`src/rtl/ltc2308_pkg.sv`:
```
// Shared definitions for the LTC2308 SPI responder: config bit positions,
// FSM encoding and the single-ended channel map.
package ltc2308_pkg;

   localparam int DATA_W = 12;
   localparam int CFG_W  = 6;

   // Config word layout {S/D, O/S, S1, S0, UNI, SLP}
   localparam int CFG_SD  = 5;
   localparam int CFG_OS  = 4;
   localparam int CFG_S1  = 3;
   localparam int CFG_S0  = 2;
   localparam int CFG_UNI = 1;
   localparam int CFG_SLP = 0;

   typedef enum logic [1:0] {
      ST_IDLE    = 2'd0,
      ST_CONVERT = 2'd1,
      ST_READY   = 2'd2,
      ST_SHIFT   = 2'd3
   } ltc_state_t;

   // Channel number as reported in the result word: {S1, S0, O/S}
   function automatic logic [2:0] ltc_channel(input logic [CFG_W-1:0] cfg);
      return {cfg[CFG_S1], cfg[CFG_S0], cfg[CFG_OS]};
   endfunction

endpackage

```
`src/rtl/ltc2308_emulator_if.sv`:
```
// Four-wire ADC link. The master (capture logic) owns convst/sck/sdi and the
// device answers on sdo; all lines are plain levels sampled by the device.
interface ltc2308_emulator_if;

   logic adc_convst;
   logic adc_sck;
   logic adc_sdi;
   logic adc_sdo;

   modport master (output adc_convst, output adc_sck, output adc_sdi, input adc_sdo);
   modport slave  (input adc_convst, input adc_sck, input adc_sdi, output adc_sdo);

endinterface

```
`src/rtl/ltc2308_emulator_sync_edge_detect.sv`:
```
// Optional synchroniser chain followed by a one-cycle rise/fall pulse generator.
// STAGES = 0 passes the input straight through for a same-clock master.
module sync_edge_detect #(
   parameter int STAGES = 2
) (
   input  logic clk,
   input  logic reset,
   input  logic d,
   output logic q,
   output logic rise,
   output logic fall
);

   logic prev;

   generate
      if (STAGES == 0) begin : g_direct
         assign q = d;
      end else begin : g_sync
         logic [STAGES-1:0] chain;
         always_ff @(posedge clk) begin
            if (reset) begin
               chain <= '0;
            end else begin
               chain[0] <= d;
               for (int i = 1; i < STAGES; i++) chain[i] <= chain[i-1];
            end
         end
         assign q = chain[STAGES-1];
      end
   endgenerate

   always_ff @(posedge clk) begin
      if (reset) prev <= 1'b0;
      else       prev <= q;
   end

   assign rise = q & ~prev;
   assign fall = ~q & prev;

endmodule

```
`src/rtl/ltc2308_emulator.sv`:
```
// LTC2308 device-side emulator: oversamples the master's CONVST/SCK, returns
// {channel, count} per conversion and latches the config shifted in on SDI.
module ltc2308_emulator
   import ltc2308_pkg::*;
#(
   parameter int               SYNC_STAGES   = 2,
   parameter int               T_CONV_CYCLES = 256,
   parameter logic [CFG_W-1:0] CFG_RESET     = 6'b100010
) (
   input  logic                 clk,
   input  logic                 reset,
   ltc2308_emulator_if.slave    adc,
   output logic [CFG_W-1:0]     cfg_word,
   output logic [15:0]          conv_count,
   output logic                 busy,
   output logic                 protocol_err,
   output ltc_state_t           state_dbg
);

   localparam int CNT_W = (T_CONV_CYCLES > 1) ? $clog2(T_CONV_CYCLES) : 1;
   localparam logic [CNT_W-1:0] CNT_LOAD = CNT_W'(T_CONV_CYCLES - 1);

   logic cv_q, cv_rise, cv_fall;
   logic sck_level_unused, sck_rise, sck_fall;
   logic sdi_q;

   ltc_state_t         state;
   logic [CNT_W-1:0]   cnt;
   logic [DATA_W-1:0]  data_q;
   logic [DATA_W-1:0]  new_data;
   logic [3:0]         bit_idx;
   logic [3:0]         idx_dn;
   logic [2:0]         rise_cnt;
   logic [CFG_W-1:0]   shreg;
   logic [CFG_W-1:0]   active_cfg;
   logic               sdo_q;

   sync_edge_detect #(.STAGES(SYNC_STAGES)) u_convst (
      .clk(clk), .reset(reset), .d(adc.adc_convst),
      .q(cv_q), .rise(cv_rise), .fall(cv_fall)
   );

   sync_edge_detect #(.STAGES(SYNC_STAGES)) u_sck (
      .clk(clk), .reset(reset), .d(adc.adc_sck),
      .q(sck_level_unused), .rise(sck_rise), .fall(sck_fall)
   );

   // SDI only needs the same delay as SCK so it is aligned at the detected rise
   generate
      if (SYNC_STAGES == 0) begin : g_sdi_direct
         assign sdi_q = adc.adc_sdi;
      end else begin : g_sdi_sync
         logic [SYNC_STAGES-1:0] sdi_chain;
         always_ff @(posedge clk) begin
            if (reset) begin
               sdi_chain <= '0;
            end else begin
               sdi_chain[0] <= adc.adc_sdi;
               for (int i = 1; i < SYNC_STAGES; i++) sdi_chain[i] <= sdi_chain[i-1];
            end
         end
         assign sdi_q = sdi_chain[SYNC_STAGES-1];
      end
   endgenerate

   assign new_data = {ltc_channel(active_cfg), conv_count[8:0]};
   assign idx_dn   = bit_idx - 4'd1;

   always_ff @(posedge clk) begin
      if (reset) begin
         state        <= ST_IDLE;
         cnt          <= '0;
         data_q       <= '0;
         bit_idx      <= '0;
         rise_cnt     <= '0;
         shreg        <= '0;
         active_cfg   <= CFG_RESET;
         cfg_word     <= CFG_RESET;
         conv_count   <= '0;
         sdo_q        <= 1'b0;
         protocol_err <= 1'b0;
      end else begin
         case (state)
            ST_IDLE: begin
               if (cv_rise) begin
                  state      <= ST_CONVERT;
                  cnt        <= CNT_LOAD;
                  active_cfg <= cfg_word;
               end
            end
            ST_CONVERT: begin
               if (sck_rise || sck_fall) protocol_err <= 1'b1;
               if (cnt == '0) begin
                  data_q     <= new_data;
                  conv_count <= conv_count + 16'd1;
                  if (cv_q) begin
                     state <= ST_READY;
                  end else begin
                     state    <= ST_SHIFT;
                     sdo_q    <= new_data[DATA_W-1];
                     bit_idx  <= 4'(DATA_W - 1);
                     rise_cnt <= '0;
                  end
               end else begin
                  cnt <= cnt - CNT_W'(1);
               end
            end
            ST_READY: begin
               if (cv_fall) begin
                  state    <= ST_SHIFT;
                  sdo_q    <= data_q[DATA_W-1];
                  bit_idx  <= 4'(DATA_W - 1);
                  rise_cnt <= '0;
               end
            end
            ST_SHIFT: begin
               // A new CONVST here means the master abandoned the read
               if (cv_rise) begin
                  protocol_err <= 1'b1;
                  state        <= ST_CONVERT;
                  cnt          <= CNT_LOAD;
                  active_cfg   <= cfg_word;
                  sdo_q        <= 1'b0;
               end else if (sck_fall) begin
                  if (bit_idx == 4'd0) begin
                     sdo_q <= 1'b0;
                     state <= ST_IDLE;
                     if (rise_cnt == 3'(CFG_W)) cfg_word <= shreg;
                     else                       protocol_err <= 1'b1;
                  end else begin
                     bit_idx <= idx_dn;
                     sdo_q   <= data_q[idx_dn];
                  end
               end else if (sck_rise && rise_cnt != 3'(CFG_W)) begin
                  shreg    <= {shreg[CFG_W-2:0], sdi_q};
                  rise_cnt <= rise_cnt + 3'd1;
               end
            end
            default: state <= ST_IDLE;
         endcase
      end
   end

   assign adc.adc_sdo = sdo_q;
   assign busy        = (state == ST_CONVERT);
   assign state_dbg   = state;

endmodule

```
`src/flat_wrapper.sv`:
```
// flat-port wrapper written by rule: the top's interface ports become plain ports
module ltc2308_emulator_flat import ltc2308_pkg::*;
#(
   parameter int               SYNC_STAGES   = 2,
   parameter int               T_CONV_CYCLES = 256,
   parameter logic [CFG_W-1:0] CFG_RESET     = 6'b100010
)
  (clk, reset, cfg_word, conv_count, busy, protocol_err, state_dbg, adc_adc_convst, adc_adc_sck, adc_adc_sdi, adc_adc_sdo);
  ltc2308_emulator_if adc_i ();
  input  logic clk;
  input  logic reset;
  output logic [CFG_W-1:0] cfg_word;
  output logic [15:0] conv_count;
  output logic busy;
  output logic protocol_err;
  output ltc_state_t state_dbg;
  input wire logic [$bits(adc_i.adc_convst)-1:0] adc_adc_convst;
  input wire logic [$bits(adc_i.adc_sck)-1:0] adc_adc_sck;
  input wire logic [$bits(adc_i.adc_sdi)-1:0] adc_adc_sdi;
  output wire logic [$bits(adc_i.adc_sdo)-1:0] adc_adc_sdo;
  assign adc_i.adc_convst = adc_adc_convst;
  assign adc_i.adc_sck = adc_adc_sck;
  assign adc_i.adc_sdi = adc_adc_sdi;
  assign adc_adc_sdo = adc_i.adc_sdo;
  ltc2308_emulator #(.SYNC_STAGES(SYNC_STAGES), .T_CONV_CYCLES(T_CONV_CYCLES), .CFG_RESET(CFG_RESET)) u_core (.clk(clk), .reset(reset), .adc(adc_i), .cfg_word(cfg_word), .conv_count(conv_count), .busy(busy), .protocol_err(protocol_err), .state_dbg(state_dbg));
endmodule
```
`config.mk`:
```
export PLATFORM = sky130hd
export DESIGN_NAME = ltc2308_emulator_flat
export DESIGN_NICKNAME = d
export VERILOG_FILES = /design/src/rtl/ltc2308_pkg.sv /design/src/rtl/ltc2308_emulator_if.sv /design/src/rtl/ltc2308_emulator_sync_edge_detect.sv /design/src/rtl/ltc2308_emulator.sv /design/src/flat_wrapper.sv
export SDC_FILE = /design/constraint.sdc
export NUM_CORES = 1
export LEC_CHECK = 0
export ABC_AREA = 1
export CORE_MARGIN = 2
export CORE_UTILIZATION = 52
export DETAILED_ROUTE_END_ITERATION = 8
export GPL_TIMING_DRIVEN = 0
export PLACE_DENSITY = 0.78
export SYNTH_ARGS = -nofsm -noshare
export SYNTH_HDL_FRONTEND = slang
export SYNTH_HIERARCHICAL = 1
export SYNTH_SLANG_ARGS = --single-unit
```
`constraint.sdc`:
```
create_clock -name clk -period 1.9 [get_ports clk]
set_clock_uncertainty 0.2 [all_clocks]
set_input_delay 0.38 -clock clk [delete_from_list [all_inputs] [get_ports clk]]
set_output_delay 0.38 -clock clk [all_outputs]
set_load 0.01 [all_outputs]
```
# [Word level (Yosys, flattened, before mapping)]
# Cells that the tools add are included.
[classes] order_cmp=1 mux=40 div_mod_pow=0 mul=0 shifts=0 n_eq_ne=20 n_reduce_logical=19 bitwise_logic=10 add_sub_neg=4
[ops] cell="two-way mux 4 bit" count=6
[ops] cell="AND reduction 5 bit" count=4
[ops] cell="two-way mux 3 bit" count=6
[ops] cell="adder 16 x 1 -> 16 bit (second input constant)" count=1
[ops] cell="two-way mux 8 bit" count=2
[ops] cell="case mux 8 bit (2 select lines)" count=1
[ops] cell="inequality test 2 x 1 -> 1 bit (second input constant)" count=7
[ops] cell="AND reduction 7 bit" count=2
[ops] cell="two-way mux 1 bit" count=13
[ops] cell="two-way mux 2 bit" count=6
[ops] cell="case mux 4 bit (3 select lines)" count=1
[ops] cell="inequality test 2 bit (second input constant)" count=5
[ops] cell="case mux 3 bit (3 select lines)" count=1
[ops] cell="zero test 8 bit" count=1
[ops] cell="case mux 2 bit (4 select lines)" count=1
[ops] cell="subtractor 8 x 1 -> 8 bit (second input constant)" count=1
[ops] cell="inequality test 3 x 1 -> 1 bit (second input constant)" count=2
[ops] cell="inverter 1 bit" count=6
[ops] cell="less-than comparator 4 x 5 -> 1 bit (second input constant)" count=1
[ops] cell="AND 1 bit" count=4
[ops] cell="binary-select mux 1 bit (select 4 bit)" count=1
[ops] cell="equality test 2 bit (second input constant)" count=2
[ops] cell="zero test 4 bit" count=1
[ops] cell="AND reduction 2 bit" count=2
[ops] cell="16 further kinds" count=17
[word_totals] romBits=0 register_bits=72 latch_bits=0 word_cells=110 n_memories=0 mem_bits_rw=0 out_inout_bits=27 input_bits=5

# [Logic depth before layout (Yosys ltp)]
[depth] depth_word=7 ltp_mapped=12 ltp_nobuf=11

# [Hierarchy]
# Netlist, hierarchy kept.
[modules_own_cells] mod="ltc2308_emulator" instances=1 cells_per_inst=472 area_each_um2=3251.9 seq_area_each_um2=1281.2
[modules_own_cells] mod="sync_edge_detect" instances=2 cells_per_inst=12 area_each_um2=93.8 seq_area_each_um2=60.1

# [Least setup slack after synthesis]
# OpenSTA, ideal clock, no wires.
[synth_path] kind="flip-flop to flip-flop" startpoint="register u_core.state[0] (netlist: u_core/state_dbg[0])" endpoint="register u_core.cnt[5]" required_ns=1.568 setup_slack_ns=0.104 n_path_buf=1 path_stages_with_launch=9 synth_period_minus_slack_ns=1.796 arrival_ns=1.463 setup_ns=0.132 path_cell_list="dfxtp_1 > inv_1 > ha_1 > clkbuf_1 > nor2_1 > nor2_4 > inv_2 > nand2_1 > a21oi_1"
[synth_between] elab_chain_cells=4 elab_cells_between_ends=9 classes_between="eq/ne: 4; mux: 1; reduce/logical: 4"
[synth_rtl] element="from (decl)" line_no="ltc2308_emulator.sv:27" text="ltc_state_t state;"
[synth_rtl] element="from (signal assigned)" line_no="ltc2308_emulator.sv:71" text="state <= ST_IDLE;"
[synth_rtl] element="from (signal assigned)" line_no="ltc2308_emulator.sv:86" text="state <= ST_CONVERT;"
[synth_rtl] element="from (signal assigned)" line_no="ltc2308_emulator.sv:97" text="state <= ST_READY;"
[synth_rtl] element="equality test 2 bit or zero test 2 bit (tied branches)" line_no="ltc2308_emulator.sv:83" text="case (state)"
[synth_rtl] element="OR reduction 2 bit (no source line)"
[synth_rtl] element="inequality test 2 x 1 -> 1 bit (no source line) or nonzero test 2 bit (tied branches)"
[synth_rtl] element="AND reduction 3 bit (no source line)"
[synth_rtl] element="to (signal assigned)" line_no="ltc2308_emulator.sv:105" text="cnt <= cnt - CNT_W'(1);"
[synth_rtl] element="to (decl)" line_no="ltc2308_emulator.sv:28" text="logic [CNT_W-1:0] cnt;"
# Parallel ways exist; a longest one is shown, timed or not.
# A chain may end at the register's enable or synchronous reset.

# [Worst setup path in the final report]
[layout_path] startpoint="register u_core.conv_count[2]" endpoint="output port conv_count[2]"
[layout_rtl] element="from (decl)" line_no="ltc2308_emulator.sv:14" text="output logic [15:0] conv_count,"
[layout_rtl] element="from (signal assigned)" line_no="ltc2308_emulator.sv:95" text="conv_count <= conv_count + 16'd1;"
[layout_rtl] element="to (decl)" line_no="flat_wrapper.sv:13" text="output logic [15:0] conv_count;"
# No word-level cell between the ends.

==> metrics.md <==
| Metric | Value |
|---|---|
| Run status | `completed` |
| Unique cell type count in the Yosys netlist | `34` |
| Vias | `3373` |
| Fin area | `4310 um2` |
| Total CTS buffers | `9` |
| DRT Wirelength | `8.59 mm` |
| Core Footprint | `6390 um2` |
| # Max-Cap Violations | `0` |
| WL per Instance | `13.7 um` |
| CP Capture Type | `primary output` |
| Register area share after synthesis | `40.7%` |
| VDD IR max | `1.01 mV` |
| GR Overflow Total | `0` |
| GP Congestion | `0.856` |
| Fillers | `528` |
| Crit Path Class | `flip-flop to primary output` |
| Layout cells sized above 1 | `16.0%` |
| Area after DPL | `3850 um2` |
| CTS sink cnt | `70` |
| Synth Instances | `496` |
| Req. time, crit path | `1.32 ns` |
| Clock root buffer | `clkbuf_8` |
| Avg Vias per Cell | `5.39` |
| CTS tree | `yes` |
| Min-Delay Path Class | `flip-flop to flip-flop` |
| Leakage | `1.81 nW` |
| Cell Area, Synth | `3440 um2` |
| Hold_sp | `u_core/u_convst/g_sync.chain[0]$_SDFF_PP0_` |
| Final nets | `561` |
| Slew headroom | `68.9%` |
| DP Wirelength | `5.60 mm` |
| Initial antenna violation count | `0` |
| Die W | `85.3 um` |
| First-pass GRT wire length | `13.4 mm` |
| CP Max Fanout | `7` |
| Area delta synth->final | `25.3%` |
| Tmin final | `1.88 ns` |
| CTS Buffer Depth | `2` |
| FF+latch count, synth | `70` |
| Hold Vio Cnt, Final | `0` |
| Top Ports | `32` |
| Slew Viols, Final | `0` |
| CP Buf/Inv Count | `1` |
| Crit path max-delay cell type | `clkdlybuf4s50_1` |
| Iteration-0 DRC Markers | `246` |
| Residual DRC count | `0` |
| Critical-path cell list | `clkdlybuf4s50_1` |
| Synth warnings | `6` |
| Placed Cells incl. Taps | `604` |
| Skew-Pair Late Insertion Delay | `0.36 ns` |
| H-tree level count | `3` |
| Number of global-route vias before repair | `2979` |
| Syn nets | `513` |
| Critical path origin | `u_core/conv_count[2]$_SDFFE_PP0N_` |
| Clock Pin Slew Worst Setup and Hold Paths | `0.09 ns` |
| Max Fclk | `531 MHz` |
| GRT Total Usage | `23.1%` |
| Actual slew at the worst max-slew pin | `0.463 ns` |
| Die area | `7280 um2` |
| Crit path max-delay family | `buffers and inverters` |
| Cell Count, Final, Fillers Out | `626` |
| Hold slack | `0.193 ns` |
| Antenna violation net count after detailed routing | `0` |
| CP Launch Type | `flip-flop` |
| Port buffer count | `31` |
| Period utilization | `99.0%` |
| Antenna cell count | `0` |
| R2R Path Start | `u_core/state_dbg[0]$_SDFFE_PP0P_` |
| Synth Area per Inst | `6.93 um2` |
| Row cnt | `29` |
| Worst EP arrival | `1.30 ns` |
| Slowest stage delay, CP | `0.56 ns` |
| Die Ht | `85.3 um` |
| Total Neg Setup Slack | `0 ns` |
| Starting Density | `53.9%` |
| Largest net degree at the start of global routing | `13` |
| P per Cell Area | `1250 nW/um2` |
| Final Setup Violations | `0` |
| Detailed Routing Iterations Pass 1 | `5` |
## sequential cells by signal, indices dropped and copies added (netlist names)
signal / count
u_core/active_cfg: 3
u_core/adc.adc_sdo: 1
u_core/u_sck/prev: 1
u_core/u_convst/prev: 1
u_core/bit_idx: 4
u_core/cnt: 8
u_core/data_q: 12
u_core/u_convst/g_sync.chain: 2
u_core/conv_count: 16
u_core/protocol_err: 1
u_core/u_sck/g_sync.chain: 2
u_core/shreg: 6
u_core/state_dbg: 2
u_core/g_sdi_sync.sdi_chain: 2
u_core/cfg_word: 6
u_core/rise_cnt: 3
## final cells by class
cell class	instances	area (um2)	area share, %
Timing Repair Buffer	38	375	8.71
Inverter	63	244	5.66
Sequential cell	70	1420	33.0
Clock buffer	10	138	3.19
Buffer	10	63.8	1.48
Multi-Input combinational cell	352	1890	43.7
Tap cell	77	96.3	2.24
Clock inverter	6	85.1	1.97
## placed cells by master, fill, tap and decap left out, types with 8 or more instances in the layout
cell             count
a21oi_1             31
clkbuf_8            10
clkdlybuf4s50_1     25
dfxtp_1             59
dfxtp_2              8
inv_1               55
nand2_1            102
nand3_1             30
nand4_1              9
nor2_1              79
nor3_1              11
o21ai_0             27
## path summary, 6_finish.rpt
kind / endpoint / slack, ns / depth (start not counted)
min reg2reg: u_core/u_convst/g_sync.chain[1]$_SDFF_PP0_ / 0.19 / 2
min: u_core/u_convst/g_sync.chain[1]$_SDFF_PP0_ / 0.19 / 2
max reg2reg: u_core/adc.adc_sdo$_SDFFE_PP0P_ / 0.07 / 10
max: conv_count[2] / 0.02 / 1
## Yosys cell counts, drive strengths merged
| cell | count | area [um2] |
|---|---|---|
| nand2 | 107 | 414 |
| nor2 | 92 | 378 |
| dfxtp | 70 | 1400 |
| inv | 63 | 236 |
| a21oi | 34 | 170 |
| o21ai | 33 | 176 |
| nand3 | 32 | 170 |
| nor3 | 15 | 85.1 |
| ha | 12 | 150 |
| nand4 | 9 | 56.3 |
| clkbuf | 6 | 22.5 |
| buf | 5 | 32.5 |
| xor2 | 4 | 35.0 |
| nand3b | 3 | 22.5 |
| xnor2 | 3 | 26.3 |
| nor3b | 2 | 20.0 |
| or2 | 2 | 12.5 |
| a211oi | 1 | 7.51 |
| and3 | 1 | 6.26 |
| o2111ai | 1 | 8.76 |
| o211ai | 1 | 7.51 |
## per-stage QoR
step	utilization (%)	power [mW]	worst slack [ns]
2_1_floorplan	-	3.20	0.104
3_3_place_gp	60.2	3.57	-0.634
3_5_place_dp	60.2	3.62	-0.650
4_1_cts	64.3	5.04	0.00417
5_1_grt	67.5	5.77	-0.0270
6_report	67.5	5.41	0.0183
## where the power goes
| group | total [mW] | switching, mW | internal, mW |
|---|---|---|---|
| combinational | 2.20 | 1.31 | 0.890 |
| sequential | 1.84 | 0.161 | 1.68 |
| clock | 1.37 | 0.595 | 0.770 |
| total | 5.41 | 2.07 | 3.34 |
## repair_timing
action / 4_1_cts / 5_1_grt
gates resized for setup: 24 / 41
setup endpoints to repair: 45 / 46
pin swaps: 2 / 7
hold buffers: 0 / 0
setup buffers: 1 / 6
## metal layers
metal	track usage, %	vias up	wire length [um]
met1	29.9	1568	3920
met2	36.9	112	4090
met5	0	-	0
li1	-	1675	-
met4	12.0	0	203
met3	3.89	18	374
## cell families after synthesis
family | after synthesis | share of synthesized area (%)
DFF | 70 | 40.7
adders and majority gates | 12 | 4.37
AOI/OAI and AO/OA | 70 | 10.8
xor gates and xnor gates | 7 | 1.78
and+or+nand+nor | 263 | 33.9
buffers and inverters | 74 | 8.48
No activity file was read; power rests on OpenSTA's default activity.
